==> src/rtl/axil_led_pkg.sv <==
// Shared constants, register offsets and FSM state types for the AXI4-Lite LED GPIO responder.
package axil_led_pkg;

  localparam logic [1:0] RESP_OKAY   = 2'b00;
  localparam logic [1:0] RESP_SLVERR = 2'b10;

  localparam int unsigned OFF_LED_DATA     = 'h000;
  localparam int unsigned OFF_BLINK_MASK   = 'h004;
  localparam int unsigned OFF_BLINK_PERIOD = 'h008;
  localparam int unsigned OFF_ID           = 'h00C;
  localparam int unsigned OFF_SCRATCH      = 'h100;

  typedef enum logic {W_IDLE, W_RESP} w_state_e;
  typedef enum logic {R_IDLE, R_DATA} r_state_e;

  typedef enum logic [2:0] {
    SEL_NONE,
    SEL_LED,
    SEL_MASK,
    SEL_PERIOD,
    SEL_ID,
    SEL_SCRATCH
  } reg_sel_e;

  function automatic logic [31:0] strb_mask(input logic [3:0] strb);
    return {{8{strb[3]}}, {8{strb[2]}}, {8{strb[1]}}, {8{strb[0]}}};
  endfunction

endpackage

==> src/rtl/axil_led_blinker.sv <==
// Blink phase generator: counts cycles up to period-1, then wraps and toggles the phase.
module axil_led_blinker (
  input  logic        clk,
  input  logic        rst_n,
  input  logic [31:0] period,
  input  logic        clear,
  output logic        phase
);

  logic [31:0] cnt_q, cnt_d;
  logic        phase_q, phase_d;

  always_comb begin
    cnt_d   = cnt_q + 32'd1;
    phase_d = phase_q;
    if (clear || (period == '0)) begin
      cnt_d   = '0;
      phase_d = 1'b0;
    end else if (cnt_q == period - 32'd1) begin
      cnt_d   = '0;
      phase_d = ~phase_q;
    end
  end

  always_ff @(posedge clk or negedge rst_n) begin
    if (!rst_n) begin
      cnt_q   <= '0;
      phase_q <= 1'b0;
    end else begin
      cnt_q   <= cnt_d;
      phase_q <= phase_d;
    end
  end

  assign phase = phase_q;

endmodule

==> src/rtl/axil_led_gpio_responder.sv <==
// AXI4-Lite responder for the LED GPIO registers and a scratch register file.
// Define LED_BLINK_EN to add BLINK_MASK/BLINK_PERIOD and the blink generator.
module axil_led_gpio_responder
  import axil_led_pkg::*;
#(
  parameter int unsigned ADDR_W        = 16,
  parameter int unsigned LED_W         = 4,
  parameter int unsigned SCRATCH_WORDS = 16,
  parameter logic [31:0] ID_VALUE      = 32'h4C454434
) (
  input  logic              ACLK,
  input  logic              ARESETn,
  input  logic [ADDR_W-1:0] s_axi_awaddr,
  input  logic              s_axi_awvalid,
  output logic              s_axi_awready,
  input  logic [31:0]       s_axi_wdata,
  input  logic [3:0]        s_axi_wstrb,
  input  logic              s_axi_wvalid,
  output logic              s_axi_wready,
  output logic [1:0]        s_axi_bresp,
  output logic              s_axi_bvalid,
  input  logic              s_axi_bready,
  input  logic [ADDR_W-1:0] s_axi_araddr,
  input  logic              s_axi_arvalid,
  output logic              s_axi_arready,
  output logic [31:0]       s_axi_rdata,
  output logic [1:0]        s_axi_rresp,
  output logic              s_axi_rvalid,
  input  logic              s_axi_rready,
  output logic [LED_W-1:0]  led_o
);

  localparam int unsigned WordW = ADDR_W - 2;
  localparam int unsigned IdxW  = $clog2(SCRATCH_WORDS);
  typedef logic [WordW-1:0] word_t;

  function automatic reg_sel_e decode(input word_t w);
    if (w == word_t'(OFF_LED_DATA / 4)) return SEL_LED;
`ifdef LED_BLINK_EN
    if (w == word_t'(OFF_BLINK_MASK / 4)) return SEL_MASK;
    if (w == word_t'(OFF_BLINK_PERIOD / 4)) return SEL_PERIOD;
`endif
    if (w == word_t'(OFF_ID / 4)) return SEL_ID;
    if ((w >= word_t'(OFF_SCRATCH / 4)) && (w < word_t'(OFF_SCRATCH / 4 + SCRATCH_WORDS))) begin
      return SEL_SCRATCH;
    end
    return SEL_NONE;
  endfunction

  // Byte-lane bits of the addresses are ignored by the decoder.
  logic unused_addr_lsbs;
  assign unused_addr_lsbs = ^{s_axi_awaddr[1:0], s_axi_araddr[1:0]};

  logic [LED_W-1:0] led_q;
  logic [31:0]      scratch_q [SCRATCH_WORDS];
`ifdef LED_BLINK_EN
  logic [LED_W-1:0] mask_q;
  logic [31:0]      period_q;
  logic             blink_clear;
  logic             phase;
`endif

  // Write channel
  w_state_e    w_state_q, w_state_d;
  logic        aw_held_q, w_held_q;
  word_t       aw_word_q;
  logic [31:0] w_data_q;
  logic [3:0]  w_strb_q;
  logic [1:0]  bresp_q;

  logic           aw_hs, w_hs, commit, wr_en;
  word_t          wr_word;
  logic [31:0]    wr_data, wr_mask;
  logic [3:0]     wr_strb;
  reg_sel_e       wr_sel;
  logic [IdxW-1:0] wr_idx;
  logic [1:0]     wr_resp;

  assign s_axi_awready = (w_state_q == W_IDLE) && !aw_held_q;
  assign s_axi_wready  = (w_state_q == W_IDLE) && !w_held_q;
  assign s_axi_bvalid  = (w_state_q == W_RESP);
  assign s_axi_bresp   = bresp_q;

  assign aw_hs   = s_axi_awvalid && s_axi_awready;
  assign w_hs    = s_axi_wvalid && s_axi_wready;
  assign wr_word = aw_hs ? s_axi_awaddr[ADDR_W-1:2] : aw_word_q;
  assign wr_data = w_hs ? s_axi_wdata : w_data_q;
  assign wr_strb = w_hs ? s_axi_wstrb : w_strb_q;
  assign wr_mask = strb_mask(wr_strb);
  assign wr_sel  = decode(wr_word);
  assign wr_idx  = wr_word[IdxW-1:0];
  assign commit  = (w_state_q == W_IDLE) && (aw_held_q || aw_hs) && (w_held_q || w_hs);
  assign wr_resp = ((wr_sel == SEL_NONE) || (wr_sel == SEL_ID)) ? RESP_SLVERR : RESP_OKAY;
  assign wr_en   = commit && (wr_resp == RESP_OKAY) && (wr_strb != 4'h0);

  always_comb begin
    w_state_d = w_state_q;
    unique case (w_state_q)
      W_IDLE: if (commit) w_state_d = W_RESP;
      W_RESP: if (s_axi_bready) w_state_d = W_IDLE;
    endcase
  end

  always_ff @(posedge ACLK or negedge ARESETn) begin
    if (!ARESETn) begin
      w_state_q <= W_IDLE;
      aw_held_q <= 1'b0;
      w_held_q  <= 1'b0;
      aw_word_q <= '0;
      w_data_q  <= '0;
      w_strb_q  <= '0;
      bresp_q   <= RESP_OKAY;
    end else begin
      w_state_q <= w_state_d;
      if (aw_hs) begin
        aw_held_q <= 1'b1;
        aw_word_q <= s_axi_awaddr[ADDR_W-1:2];
      end
      if (w_hs) begin
        w_held_q <= 1'b1;
        w_data_q <= s_axi_wdata;
        w_strb_q <= s_axi_wstrb;
      end
      if (commit) begin
        aw_held_q <= 1'b0;
        w_held_q  <= 1'b0;
        bresp_q   <= wr_resp;
      end
    end
  end

  // Register file
  always_ff @(posedge ACLK or negedge ARESETn) begin
    if (!ARESETn) begin
      led_q <= '0;
      for (int unsigned i = 0; i < SCRATCH_WORDS; i++) scratch_q[i] <= '0;
`ifdef LED_BLINK_EN
      mask_q   <= '0;
      period_q <= '0;
`endif
    end else if (wr_en) begin
      case (wr_sel)
        SEL_LED: led_q <= (led_q & ~wr_mask[LED_W-1:0]) | (wr_data[LED_W-1:0] & wr_mask[LED_W-1:0]);
        SEL_SCRATCH: scratch_q[wr_idx] <= (scratch_q[wr_idx] & ~wr_mask) | (wr_data & wr_mask);
`ifdef LED_BLINK_EN
        SEL_MASK: mask_q <= (mask_q & ~wr_mask[LED_W-1:0]) | (wr_data[LED_W-1:0] & wr_mask[LED_W-1:0]);
        SEL_PERIOD: period_q <= (period_q & ~wr_mask) | (wr_data & wr_mask);
`endif
        default: ;
      endcase
    end
  end

  // Read channel
  r_state_e        r_state_q, r_state_d;
  logic [31:0]     rdata_q, rd_word;
  logic [1:0]      rresp_q, rd_resp;
  logic            ar_hs;
  reg_sel_e        rd_sel;
  logic [IdxW-1:0] rd_idx;

  assign s_axi_arready = (r_state_q == R_IDLE);
  assign s_axi_rvalid  = (r_state_q == R_DATA);
  assign s_axi_rdata   = rdata_q;
  assign s_axi_rresp   = rresp_q;

  assign ar_hs  = s_axi_arvalid && s_axi_arready;
  assign rd_sel = decode(s_axi_araddr[ADDR_W-1:2]);
  assign rd_idx = s_axi_araddr[IdxW+1:2];

  // Sampled from current register state, so a same-cycle write commit is not visible.
  always_comb begin
    rd_word = '0;
    rd_resp = RESP_OKAY;
    case (rd_sel)
      SEL_LED:     rd_word = 32'(led_q);
`ifdef LED_BLINK_EN
      SEL_MASK:    rd_word = 32'(mask_q);
      SEL_PERIOD:  rd_word = period_q;
`endif
      SEL_ID:      rd_word = ID_VALUE;
      SEL_SCRATCH: rd_word = scratch_q[rd_idx];
      default:     rd_resp = RESP_SLVERR;
    endcase
  end

  always_comb begin
    r_state_d = r_state_q;
    unique case (r_state_q)
      R_IDLE: if (ar_hs) r_state_d = R_DATA;
      R_DATA: if (s_axi_rready) r_state_d = R_IDLE;
    endcase
  end

  always_ff @(posedge ACLK or negedge ARESETn) begin
    if (!ARESETn) begin
      r_state_q <= R_IDLE;
      rdata_q   <= '0;
      rresp_q   <= RESP_OKAY;
    end else begin
      r_state_q <= r_state_d;
      if (ar_hs) begin
        rdata_q <= rd_word;
        rresp_q <= rd_resp;
      end
    end
  end

  // LED drive
`ifdef LED_BLINK_EN
  assign blink_clear = wr_en && (wr_sel == SEL_PERIOD);

  axil_led_blinker u_blinker (
    .clk   (ACLK),
    .rst_n (ARESETn),
    .period(period_q),
    .clear (blink_clear),
    .phase (phase)
  );

  assign led_o = led_q ^ (mask_q & {LED_W{phase}});
`else
  assign led_o = led_q;
`endif

endmodule
==> config.mk <==
export PLATFORM = sky130hd
export DESIGN_NAME = axil_led_gpio_responder
export DESIGN_NICKNAME = d
export VERILOG_FILES = /design/src/rtl/axil_led_pkg.sv /design/src/rtl/axil_led_blinker.sv /design/src/rtl/axil_led_gpio_responder.sv
export SDC_FILE = /design/constraint.sdc
export NUM_CORES = 1
export LEC_CHECK = 0
export ABC_CLOCK_PERIOD_IN_PS = 4400
export CAP_MARGIN = 20
export CORE_MARGIN = 2
export CORE_UTILIZATION = 45
export DETAILED_ROUTE_END_ITERATION = 6
export GPL_TIMING_DRIVEN = 0
export PLACE_DENSITY_LB_ADDON = 0.15
export SLEW_MARGIN = 20
export SYNTH_ARGS = -nofsm -noshare
export SYNTH_HDL_FRONTEND = slang
export SYNTH_SLANG_ARGS = --single-unit
==> constraint.sdc <==
create_clock -name ACLK -period 4.4 [get_ports ACLK]
set_input_delay 0.88 -clock ACLK [delete_from_list [all_inputs] [get_ports ACLK]]
set_output_delay 0.88 -clock ACLK [all_outputs]
set_load 0.02 [all_outputs]
# == Word level (Yosys, flattened, before mapping) ==
# Cells that the tools add are included.
# totals
reg_bits,606
word_cells,130
# op_classes
bitwise_logic,12
n_eq_ne,8
n_lt_le_gt_ge,7
mux,49
n_reduce_logical,27
# op_table
operator,n
512-bit bitwise mux,1
32-bit binary-select mux with 4-bit select,2
32-bit two-way mux,6
32-bit demux with 4-bit select,1
32-bit one-hot mux with 3 select lines,1
32-bit bitwise AND,2
3-bit two-way mux,12
32-bit NOT,1
32-bit bitwise OR,1
14-bit by 2-bit equality test with 1-bit output (second input constant),2
14-bit by 7-bit >= comparator with 1-bit output (second input constant),2
14-bit zero test,2
14-bit by 7-bit < comparator with 1-bit output (second input constant),2
1-bit two-way mux,20
14-bit two-way mux,1
3-bit equality test (second input constant),4
1-bit logical AND,12
5-bit >= comparator (second input constant),2
4-bit NOT with 5-bit output,2
4-bit bitwise AND,2
3-bit by 1-bit equality test with 1-bit output (second input constant),2
5-bit by 1-bit < comparator with 1-bit output (second input constant),1
2-bit two-way mux,2
4-bit two-way mux,1
12 further kinds,19

# == Longest topological paths before layout ==
# depth
ltp_word,19
ltp_mapped,12
mapped_depth_nobuf,7

# == Worst setup path after synthesis ==
# OpenSTA, ideal clock, no wires.
# synth_timing
path_kind,input port to flip-flop
from,input s_axi_awaddr[3]
to,register scratch_q[160] (netlist bit)
n_path_buf,5
path_slack_ns,0.810
path_stages,10
arrival_time_ns,3.465
path_cell_list,buf_2 clkbuf_1 clkbuf_1 buf_1 mux2i_1 nor2_1 a2111oi_0 a31oi_1 clkbuf_1 mux2_2
# synth_between
elab_chain_len,16
word_cells_on_any_way,38
classes_between,order compare: 4; eq/ne: 3; mux: 19; bitwise: 3; reduce/logical: 9
# synth_rtl
item,line_no,rtl
from (decl),axil_led_gpio_responder.sv:13,"input logic [ADDR_W-1:0] s_axi_awaddr,"
14-bit two-way mux *,--,
14-bit by 7-bit >= comparator with 1-bit output / 14-bit by 7-bit < comparator with 1-bit output (equally long branches),axil_led_gpio_responder.sv:44,if ((w >= word_t'(OFF_SCRATCH / 4)) && (w < word_t'(OFF_SCRATCH / 4 + SCRATCH_WORDS))) begin
1-bit logical AND,axil_led_gpio_responder.sv:44,
1-bit two-way mux (2 in series),axil_led_gpio_responder.sv:44,
1-bit two-way mux,axil_led_gpio_responder.sv:43,if (w == word_t'(OFF_ID / 4)) return SEL_ID;
3-bit two-way mux,axil_led_gpio_responder.sv:47,return SEL_NONE;
3-bit two-way mux,axil_led_gpio_responder.sv:44,
3-bit two-way mux,axil_led_gpio_responder.sv:43,
3-bit equality test / 3-bit zero test (equally long branches),axil_led_gpio_responder.sv:93,assign wr_resp = ((wr_sel == SEL_NONE) || (wr_sel == SEL_ID)) ? RESP_SLVERR : RESP_OKAY;
1-bit logical OR,axil_led_gpio_responder.sv:93,
2-bit two-way mux,axil_led_gpio_responder.sv:93,
2-bit zero test,axil_led_gpio_responder.sv:94,assign wr_en = commit && (wr_resp == RESP_OKAY) && (wr_strb != 4'h0);
1-bit logical AND (2 in series),axil_led_gpio_responder.sv:94,
2-bit AND reduction (no source line),--,
"to (signal, indexed assignment)",axil_led_gpio_responder.sv:144,SEL_SCRATCH: scratch_q[wr_idx] <= (scratch_q[wr_idx] & ~wr_mask) | (wr_data & wr_mask);
to (decl),axil_led_gpio_responder.sv:55,logic [31:0] scratch_q [SCRATCH_WORDS];
# Every way passes the cells marked *; elsewhere a longest branch is shown, timed or not. The select of a mux whose other input is x is not followed.
# A chain may end at the register's enable or synchronous reset.

# == Final worst setup path ==
# layout_timing
from,input s_axi_awaddr[4]
to,register scratch_q[250] (netlist bit)
# Same word-level chain as after synthesis.

==> metrics.md <==
| Metric | Value |
|---|---|
| Status | `finished, violations left` |
| Failing checks | `DRC` |
| Highest clock rate | `0.227 GHz` |
| Largest net degree at the start of global routing | `101` |
| Clk_skew | `approximately 0.028 ns` |
| Final Hold Fails | `0` |
| Antenna violations before repair | `6` |
| Die span in x | `between 200 and 300 µm` |
| Clk sinks | `604` |
| CTS Buffer Depth | `3` |
| Hold_buf cts | `0` |
| Cell taking the most area after synthesis | `dfrtp_1` |
| Share of post-route cells with drive strength above 1 | `a little under two fifths` |
| Final period utilization | `100%` |
| Post-DR vias/cell | `around 6.8` |
| Nets | `slightly above 3000` |
| Clk pwr share | `29.8%` |
| Yosys top cell area share | `43.6%` |
| VDD IR max | `roughly 0.38 mV` |
| Drt first pass iters | `7` |
| Design Power | `about 21000 µW` |
| Total GRT Usage | `about 39%` |
| Rel. slew slack | `17.8%` |
| Sw Share | `between 40% and 50%` |
| First-pass GRT wire length | `214000 µm` |
| Layout area overhead | `16.5%` |
| Mean Syn Cell Area | `12.5 µm²` |
| First DRT Iteration DRCs | `between 3000 and 4000` |
| HPWL Detailed | `107000 µm` |
| # IOs | `120` |
| Routed WL | `155000 µm` |
| GRT overflow | `0` |
| Hold Path Class | `in -> async` |
| Max-Cap Viols | `0` |
| Slew @ Worst Pin | `1.23 ns` |
| Number of enable flip-flop cells after synthesis | `0` |
| Leak | `around 0.018 µW` |
| Cell area after synthesis | `roughly 35000 µm²` |
| Comb pwr share | `40.2%` |
| PD cells | `513 nW/µm²` |
| Sequential-to-total area share from yosys stat | `43.6%` |
| Final min period | `4.40 ns` |
| Routed Antenna Nets | `0` |
| Slew Limit Fails | `0` |
| Worst setup margin | `0.00117 ns` |
| Worst EP required | `4.98 ns` |
| CP endpoint kind | `flip-flop` |
| Residual DRC | `1` |
| Fillers | `6545` |
| DP Worst Slack | `-1.67 ns` |
| CTS tree | `done` |
| Htree depth | `3` |
| Netlist cell types | `64` |
| Clock Latency Late Sink | `0.65 ns` |
| Core area | `around 76000 µm²` |
| Routed vias | `28000` |
| Clock-pin slew on the worst setup and hold paths | `0.05 ns` |
| PortBufs | `105` |
| Wire per inst | `38.0 µm` |
| CTS root buf | `clkbuf_16` |
| Synth top area cells | `dfrtp_1 (44%), mux2_2 (19%), mux4_2 (13%)` |
| Vias in the first global route | `27500` |
| Main synth FF type | `dfrtp_1` |
| WS Path Type | `in -> reg` |
| Die area | `79200 µm²` |
| DIE HEIGHT | `281 µm` |
| Asr flop ratio synth | `100%` |
| P_int | `between 10000 and 15000 µW` |
| Synth Instances | `2779` |
| Crit-path max FO | `10` |
| Finish-stage setup viols | `0` |
| Synth Warn # | `0` |
| Switching power | `8960 µW` |
| Rows | `around 100` |
| CTS buffer count | `74` |
| Starting density of the core | `45.5%` |
| RD Place Congestion | `between 1 and 1.5` |
| FF+latch count, synth | `604` |
| Worst EP arrival | `between 4 and 5 ns` |
| Crit path launch type | `input pin` |
| Seq pwr share | `30.0%` |
[synthesized netlist by cell type (3+ instances only)]
cell type and n:
dfrtp_1 604, mux2_2 570, mux2i_1 245, nand2_1 240, mux4_2 194, clkbuf_1 158
nor2_1 75, o21ai_0 74, a211oi_1 65, a31oi_1 56, buf_2 54, o22ai_1 50
buf_1 41, a21oi_1 30, nand3_1 29, nor2b_1 26, a222oi_1 24, nand2b_1 22
a2111oi_0 20, nor3_1 20, nor4_1 20, a211o_1 16, o211ai_1 15, inv_1 14
mux2_1 12, a221oi_1 10, a21o_1 8, a22oi_1 8, buf_4 6, nand4_1 5
o2111a_1 5, o211a_1 5, o221ai_1 5, and2_1 4, nand3_2 4, nand4_2 3
o21a_1 3, o21ai_1 3, or4_1 3
[registers in the layout, summed over array words and instances, names as in the netlist, named ones only]
| register | flops |
|---|---|
| scratch_q | 512 |
| s_axi_rdata | 32 |
| w_data_q | 32 |
| aw_word_q | 14 |
| w_strb_q | 4 |
| aw_held_q | 1 |
| s_axi_bresp | 1 |
| s_axi_bvalid | 1 |
| s_axi_rresp | 1 |
| s_axi_rvalid | 1 |
| w_held_q | 1 |
[final cells by class]
type | instances | area [µm²] | share of cell area (%)
plain buffers | 259 | 1280 | 3.16
well taps | 1030 | 1290 | 3.19
repair buffers | 147 | 1650 | 4.08
clock inverters | 20 | 264 | 0.654
flip-flops and latches | 604 | 15100 | 37.4
multi-input cells | 1897 | 18600 | 46.1
diodes | 2 | 5.00 | 0.0124
inverters | 17 | 70.1 | 0.174
clock buffers | 107 | 2110 | 5.22
[final timing paths]
kind / depth (start not counted) / to / start / slack, ns
setup / recovery: 8 / scratch_q[250]$_DFFE_PN0P_ / s_axi_awaddr[4] / 0.001
hold / removal: 1 / s_axi_rdata[23]$_DFFE_PN0P_ / ARESETn / 0.21
setup reg to reg: 9 / scratch_q[168]$_DFFE_PN0P_ / aw_word_q[3]$_DFF_PN0_ / 0.09
hold reg to reg: 2 / s_axi_rdata[8]$_DFFE_PN0P_ / s_axi_rdata[8]$_DFFE_PN0P_ / 0.47
min in group ACLK: 2 / s_axi_rdata[8]$_DFFE_PN0P_ / s_axi_rdata[8]$_DFFE_PN0P_ / 0.47
max in group asynchronous: 4 / w_data_q[8]$_DFF_PN0_ / ARESETn / 2.37
[cell families (layout without fill, tap and decap cells)]
family,after synthesis,in the layout,share of synthesized area [%]
buffers and inverters,279,550,3.34
muxes,1022,1022,38.7
AOI/OAI and AO/OA,410,410,8.22
and+or+nand+nor,463,463,6.13
other,1,4,0.0108
DFF,604,604,43.6
[cell usage in the layout (no fill, tap or decap), drive strengths merged, types with 6 or more instances in the layout]
master         instances
bufinv                 6
nor3                  20
a221oi                10
mux4                 194
clkinv                10
mux2i                246
dfrtp                604
inv                   19
a22oi                  8
nor2                  75
o22ai                 50
a211o                 16
a222oi                24
clkdlybuf4s50        104
nand3                 33
nor4                  21
nor2b                 26
a211oi                65
o21ai                 77
o211ai                15
a31oi                 56
a2111oi               20
a21o                   8
a21oi                 31
buf                  133
nand4                  8
clkbuf               272
mux2                 582
nand2                240
nand2b                22
[critical path: stages]
cell and delay (ns):
clkbuf_1 0.48, clkinvlp_4 0.63, o22ai_2 0.62, nand2_1 0.68, o211a_1 0.45, a31oi_1 0.52
clkbuf_1 0.44, mux2_2 0.25
[power by group through the flow]
stage | registers (µW) | logic (µW) | clock network [µW]
final | 6220 | 8320 | 6170
after global routing | 6260 | 8450 | 6410
after CTS | 6200 | 7770 | 6190
after detailed placement | 6300 | 7640 | 0
after global placement | 6300 | 7520 | 0
after floorplan | 6250 | 3980 | 0
[stage by stage]
step | instance area (µm²) | setup TNS (ns) | util (%) | instances | hold slack (ns)
final | 40400 | 0 | 53.1 | 4083 | 0.207
after global routing | 40400 | -0.0853 | 53.1 | 4081 | 0.267
after CTS | 40200 | -0.0138 | 52.8 | 4073 | 0.245
after detailed placement | 37500 | -600.15 | 49.2 | 3930 | 0.459
after global placement | 37000 | - | 48.6 | 3915 | 0.454
after floorplan | 34600 | 0 | - | 2780 | 0.438
[metal layers]
metal,global-route usage (%),vias to the layer above,wire [µm]
met5,0,-,33
met4,26.0,6,11900
met3,14.8,535,19400
met2,55.9,1963,65100
met1,49.9,14400,58600
li1,-,11100,-
[timing repair]
item                       CTS  global route
resized for setup           72            49
cloned                       0             0
buffers inserted            18             9
pin swaps                    6             2
setup endpoints to repair  496           382
Power figures use the tool's default switching activity.
